--- src/rtl/instr_encoder.sv ---
// -----------------------------------------------------------------------------
// instr_encoder
//   Turns mnemonic encode requests into 32-bit MIPS instruction words and
//   writes them to consecutive word addresses of an instruction memory.
//
//   Handshakes:
//     - A request is accepted on a rising edge where req_valid && req_ready.
//       req_ready is high only in IDLE while neither done nor full is set.
//       req_valid is not looked at outside IDLE.
//     - A memory write is held (mem_we, mem_addr, mem_wdata stable) from the
//       cycle after the accept until the cycle mem_ack is high. mem_ack is
//       ignored whenever mem_we is low.
//
//   Ports:
//     clk, reset            clock, synchronous active-high reset
//     req_valid/req_ready   request handshake
//     op_sel                mnemonic code (0..12 valid, 13..15 invalid)
//     rs, rt, rd            register fields
//     imm, target           I-type immediate, J-type target
//     mem_we/mem_addr/
//     mem_wdata/mem_ack     instruction-memory write port
//     count                 words written since reset
//     done                  sticky, a SYSCALL word has been written
//     full                  sticky, the last address has been written
//     err                   one-cycle pulse after an invalid op_sel accept
//     state_dbg             current FSM state (debug)
// -----------------------------------------------------------------------------
module instr_encoder #(
  parameter int          ADDR_W    = 10,
  parameter int unsigned BASE_ADDR = 0
) (
  input  logic              clk,
  input  logic              reset,
  input  logic              req_valid,
  output logic              req_ready,
  input  logic [3:0]        op_sel,
  input  logic [4:0]        rs,
  input  logic [4:0]        rt,
  input  logic [4:0]        rd,
  input  logic [15:0]       imm,
  input  logic [25:0]       target,
  output logic              mem_we,
  output logic [ADDR_W-1:0] mem_addr,
  output logic [31:0]       mem_wdata,
  input  logic              mem_ack,
  output logic [ADDR_W:0]   count,
  output logic              done,
  output logic              full,
  output logic              err,
  output logic [1:0]        state_dbg
);

  typedef enum logic [1:0] {
    ST_IDLE  = 2'd0,
    ST_WRITE = 2'd1,
    ST_STOP  = 2'd2
  } state_t;

  localparam logic [ADDR_W-1:0] BASE     = ADDR_W'(BASE_ADDR);
  localparam logic [ADDR_W-1:0] LAST     = '1;
  localparam logic [31:0]       SYS_WORD = 32'h0000_000C;

  state_t              state_q,     state_d;
  logic                mem_we_q,    mem_we_d;
  logic [ADDR_W-1:0]   mem_addr_q,  mem_addr_d;
  logic [31:0]         mem_wdata_q, mem_wdata_d;
  logic [ADDR_W:0]     count_q,     count_d;
  logic                done_q,      done_d;
  logic                full_q,      full_d;
  logic                err_q,       err_d;

  logic [31:0] enc_word;
  logic        enc_ok;

  // Instruction encoding; unused fields are left at zero.
  always_comb begin
    enc_word = 32'h0;
    enc_ok   = 1'b1;
    case (op_sel)
      4'd0:  enc_word = 32'h0000_0000;                        // NOOP
      4'd1:  enc_word = {6'b100011, rs, rt, imm};             // LW
      4'd2:  enc_word = {6'b101011, rs, rt, imm};             // SW
      4'd3:  enc_word = {6'b000010, target};                  // J
      4'd4:  enc_word = {6'b000011, target};                  // JAL
      4'd5:  enc_word = {6'b000101, rs, rt, imm};             // BNE
      4'd6:  enc_word = {6'b001110, rs, rt, imm};             // XORI
      4'd7:  enc_word = {6'b001000, rs, rt, imm};             // ADDI
      4'd8:  enc_word = {6'b000000, rs, 15'b0, 6'b001000};    // JR
      4'd9:  enc_word = {6'b000000, rs, rt, rd, 5'b0, 6'b100000}; // ADD
      4'd10: enc_word = {6'b000000, rs, rt, rd, 5'b0, 6'b100010}; // SUB
      4'd11: enc_word = {6'b000000, rs, rt, rd, 5'b0, 6'b101010}; // SLT
      4'd12: enc_word = SYS_WORD;                             // SYSCALL
      default: enc_ok = 1'b0;
    endcase
  end

  assign req_ready = (state_q == ST_IDLE) && !done_q && !full_q;

  always_comb begin
    state_d     = state_q;
    mem_we_d    = mem_we_q;
    mem_addr_d  = mem_addr_q;
    mem_wdata_d = mem_wdata_q;
    count_d     = count_q;
    done_d      = done_q;
    full_d      = full_q;
    err_d       = 1'b0;
    case (state_q)
      ST_IDLE: begin
        if (req_valid && req_ready) begin
          if (enc_ok) begin
            mem_wdata_d = enc_word;
            mem_we_d    = 1'b1;
            state_d     = ST_WRITE;
          end else begin
            // Rejected request: flag it, nothing else moves.
            err_d = 1'b1;
          end
        end
      end
      ST_WRITE: begin
        if (mem_ack) begin
          mem_we_d = 1'b0;
          count_d  = count_q + (ADDR_W+1)'(1);
          state_d  = ST_IDLE;
          // The address saturates at the last word instead of wrapping.
          if (mem_addr_q == LAST) begin
            full_d  = 1'b1;
            state_d = ST_STOP;
          end else begin
            mem_addr_d = mem_addr_q + ADDR_W'(1);
          end
          // Only SYSCALL encodes to this exact word.
          if (mem_wdata_q == SYS_WORD) begin
            done_d  = 1'b1;
            state_d = ST_STOP;
          end
        end
      end
      default: begin
        // ST_STOP: leaves only through reset.
      end
    endcase
  end

  always_ff @(posedge clk) begin
    if (reset) begin
      state_q     <= ST_IDLE;
      mem_we_q    <= 1'b0;
      mem_addr_q  <= BASE;
      mem_wdata_q <= 32'h0;
      count_q     <= '0;
      done_q      <= 1'b0;
      full_q      <= 1'b0;
      err_q       <= 1'b0;
    end else begin
      state_q     <= state_d;
      mem_we_q    <= mem_we_d;
      mem_addr_q  <= mem_addr_d;
      mem_wdata_q <= mem_wdata_d;
      count_q     <= count_d;
      done_q      <= done_d;
      full_q      <= full_d;
      err_q       <= err_d;
    end
  end

  assign mem_we    = mem_we_q;
  assign mem_addr  = mem_addr_q;
  assign mem_wdata = mem_wdata_q;
  assign count     = count_q;
  assign done      = done_q;
  assign full      = full_q;
  assign err       = err_q;
  assign state_dbg = state_q;

endmodule
--- config.mk ---
export PLATFORM = sky130hd
export DESIGN_NAME = instr_encoder
export DESIGN_NICKNAME = d
export VERILOG_FILES = /design/src/rtl/instr_encoder.sv
export SDC_FILE = /design/constraint.sdc
export NUM_CORES = 1
export LEC_CHECK = 0
export CAP_MARGIN = 10
export CORE_UTILIZATION = 40
export CTS_CLUSTER_DIAMETER = 40
export DETAILED_ROUTE_END_ITERATION = 16
export GPL_ROUTABILITY_DRIVEN = 0
export GPL_TIMING_DRIVEN = 0
export MAX_ROUTING_LAYER = met4
export PLACE_DENSITY = 0.71
export SYNTH_ARGS = -nofsm -noshare
export SYNTH_HDL_FRONTEND = slang
export SYNTH_SLANG_ARGS = --single-unit
export TNS_END_PERCENT = 10
--- constraint.sdc ---
create_clock -name clk -period 5.2 [get_ports clk]
set_input_delay 1.04 -clock clk [delete_from_list [all_inputs] [get_ports clk]]
set_output_delay 1.04 -clock clk [all_outputs]
set_load 0.02 [all_outputs]
==> reports/results.ini <==
[outcome]
status=finished clean

[die]
die-height_um=93.27
ios=125
chipWidth_um=93.27
num_rows=32
initial_core_util_pct=42.24
dieArea_mm2=0.008699
core_area_mm2=0.007888

[synthesis]
syn_area_mm2=0.003332
synth_mux_area_share_pct=0.3004
synth_xor_area_share_pct=2.629
ys_seq_area_share_pct=34.25
yosys.area_share.simple_pct=24.03
yosys.cell_types.count=56
syn_area_per_cell_um2=8.268
synth-compound-area-share_pct=32.33
synthFlopType=dfxtp_1
synth-edff-count=0
synthAdderAreaFrac_pct=0.7510
ys_warn_count=0
ys_ff_latch=57
syn-num-nets=470
async_flop_share_pct=0
synth_top_family_by_area=compound AO/OA/AOI/OAI gates
synthCells=403

[clock_tree]
cts.reportedPaths.clkPinSlew_ns=0.06
postCtsSetupRepairBufs=0
cts-buffers-inserted=9
insertion_delay_ns=0.34
holdBufCountCts=0
tritoncts=yes
ctsResizeCount=0
htree_levels=3
cts_root_buf=clkbuf_8
clockBufferDepth=2
cts.sinks=57

[global_route]
grt_overflow=0
grt_pass1_vias=3741
antenna_found_initial=0
grt_start_max_net_pins=11
track_usage_pct=28.10
grt_pass1_wl_um=18370

[worst_setup_path]
cp.arrival_ns=2.05
rr_endpoint=mem_wdata[8]
timing.rr.start=state_dbg[0]
reg2reg_setup_slack_ns=3.11
critPathKind=register to output port
end_kind=output port
startpoint_type=register
endpoint=req_ready
cp_max_fo=6
startpoint=state_dbg[0]
rr_worst_depth=4
required_ns=4.16

[timing]
drv_slew=0
tns_ns=0
min_period_ns=3.087
period_share_pct=59.37
relSlewSlack_pct=60.32
fin_skew_ns=0.009357
hold_viol=0
worstMarginPinSlew_ns=0.5898
setup_slack_ns=2.113
max_freq_ghz=0.3239
setup_violations=0
rsz0062_at_grt=false

[cells_and_area]
layout_common_cells=clkdlybuf4s50_1, dfxtp_1, nand2_1, a21oi_1, clkbuf_1
final_common_cell=clkdlybuf4s50_1
final_cell_area_mm2=0.004862
antenna_cells=0
finish.utilization_pct=61.64
area_growth_pct=45.93
fillers=705
finalNetCount=602
drive_gt1_share_pct=6.296

[worst_hold_path]
hold_path.class=register to register
hold_depth=2

[pwr]
ir_drop_v=0.0001297
p_per_area_mw_per_mm2=234.5
p_comb_share_pct=23.9
p_int_mw=0.7934
p_leak_nw=1.646
power_frac_clock_pct=35.0
p_sw_mw=0.3466
power.share.switching_pct=30.40
p_seq_share_pct=41.1

[drt]
routed_wl_um=11620
vias=3896
dr.pass1.iters=5
wire_per_inst_um=18.10
avgViaCountPerCell=6.069
ant_nets=0
drc_errors=0
drt-initial-drc-count=259

[place]
port-buffer-count=121
hpwlAfterDp_um=8673
dp_slack_ns=2.099
postPlaceCellArea_mm2=0.004671

[job]
drv_cap=0

registers in the layout, summed over array words and instances, names as in the netlist:
name       flops
count         11
err            1
full           1
done           1
mem_addr      10
state_dbg      2
mem_wdata     31
final cells by class:
| cell class | count | area (µm²) | share of cell area (%) |
|---|---|---|---|
| well taps | 102 | 127.6 | 2.625 |
| clock buffers | 12 | 165.2 | 3.397 |
| plain buffers | 36 | 160.2 | 3.294 |
| multi-input cells | 303 | 2004 | 41.22 |
| repair buffers | 121 | 1211 | 24.91 |
| clock inverters | 4 | 26.28 | 0.5404 |
| flip-flops and latches | 57 | 1141 | 23.47 |
| inverters | 7 | 26.28 | 0.5404 |
power groups by stage:
| stage | Sequential (mW) | Combinational (mW) | Clock [mW] |
|---|---|---|---|
| global route | 0.470 | 0.291 | 0.432 |
| detailed placement | 0.478 | 0.268 | 0 |
| floorplan | 0.493 | 0.121 | 0 |
| CTS | 0.468 | 0.269 | 0.404 |
| finish | 0.469 | 0.273 | 0.399 |
| global placement | 0.478 | 0.265 | 0 |
how the worst min path moves through the flow:
stage | from | to
4_1_cts | mem_wdata[18] | mem_wdata[18]
5_1_grt | mem_wdata[20] | mem_wdata[20]
6_report | mem_wdata[16] | mem_wdata[16]
3_3_place_gp | mem_wdata[16] | mem_wdata[16]
3_5_place_dp | mem_wdata[20] | mem_wdata[20]
2_1_floorplan | mem_wdata[3] | mem_wdata[3]
cells in the mapped netlist, types with 3 or more instances:
master,n,area (µm²)
o31ai_1,5,37.54
nor2_1,22,82.58
or4_1,3,22.52
a22o_1,7,61.31
nor2b_1,3,18.77
inv_1,6,22.52
a21oi_1,26,130.1
a211oi_1,9,67.56
o22ai_1,9,56.30
a32o_1,16,160.2
buf_2,5,25.02
clkbuf_1,25,93.84
nand2_1,28,105.1
or2_2,3,18.77
xor2_1,6,52.55
a31oi_1,3,18.77
o21ai_1,7,35.03
nor4_1,8,50.05
nand4_1,10,62.56
nor4bb_1,8,80.08
buf_4,3,22.52
and3b_1,3,26.28
xnor2_1,4,35.03
nor3_1,8,40.04
a22oi_1,14,105.1
and3_1,7,43.79
a222oi_1,5,50.05
o211ai_1,10,75.07
a221oi_1,8,70.07
and2_1,3,18.77
o21ai_0,13,65.06
or3_1,6,37.54
nand2b_1,4,25.02
nand3_1,16,80.08
o22a_1,8,70.07
dfxtp_1,57,1141
stage by stage:
step,cells,hold WS [ns],power [mW]
5_1_grt,642,0.5038,1.193
3_3_place_gp,626,0.4611,0.7427
4_1_cts,642,0.4788,1.142
2_1_floorplan,403,0.5305,0.6136
3_5_place_dp,626,0.4666,0.7460
6_report,642,0.4756,1.140
logic make-up after synthesis:
kind of cell	Yosys count
AOI/OAI and AO/OA	148
and+or+nand+nor	141
DFF	57
buffers and inverters	43
xor gates and xnor gates	10
adders and majority gates	2
other	1
muxes	1
per-layer routing:
metal  vias up  global-route usage (%)  part of all wire (%)
met5         -                       -                     0
met4         0                   10.00                   2.5
met3        28                   6.748                   8.5
met2       211                   43.75                    45
met1      1803                   35.54                    44
li1       1854                       -                     -
worst max-delay path, cell delays in order (launching register included):
cell             delay [ns]
dfxtp_1                0.36
or4_4                  0.60
inv_2                  0.11
clkdlybuf4s50_1        0.64
Note: power is estimated with default switching activity, not from simulation.
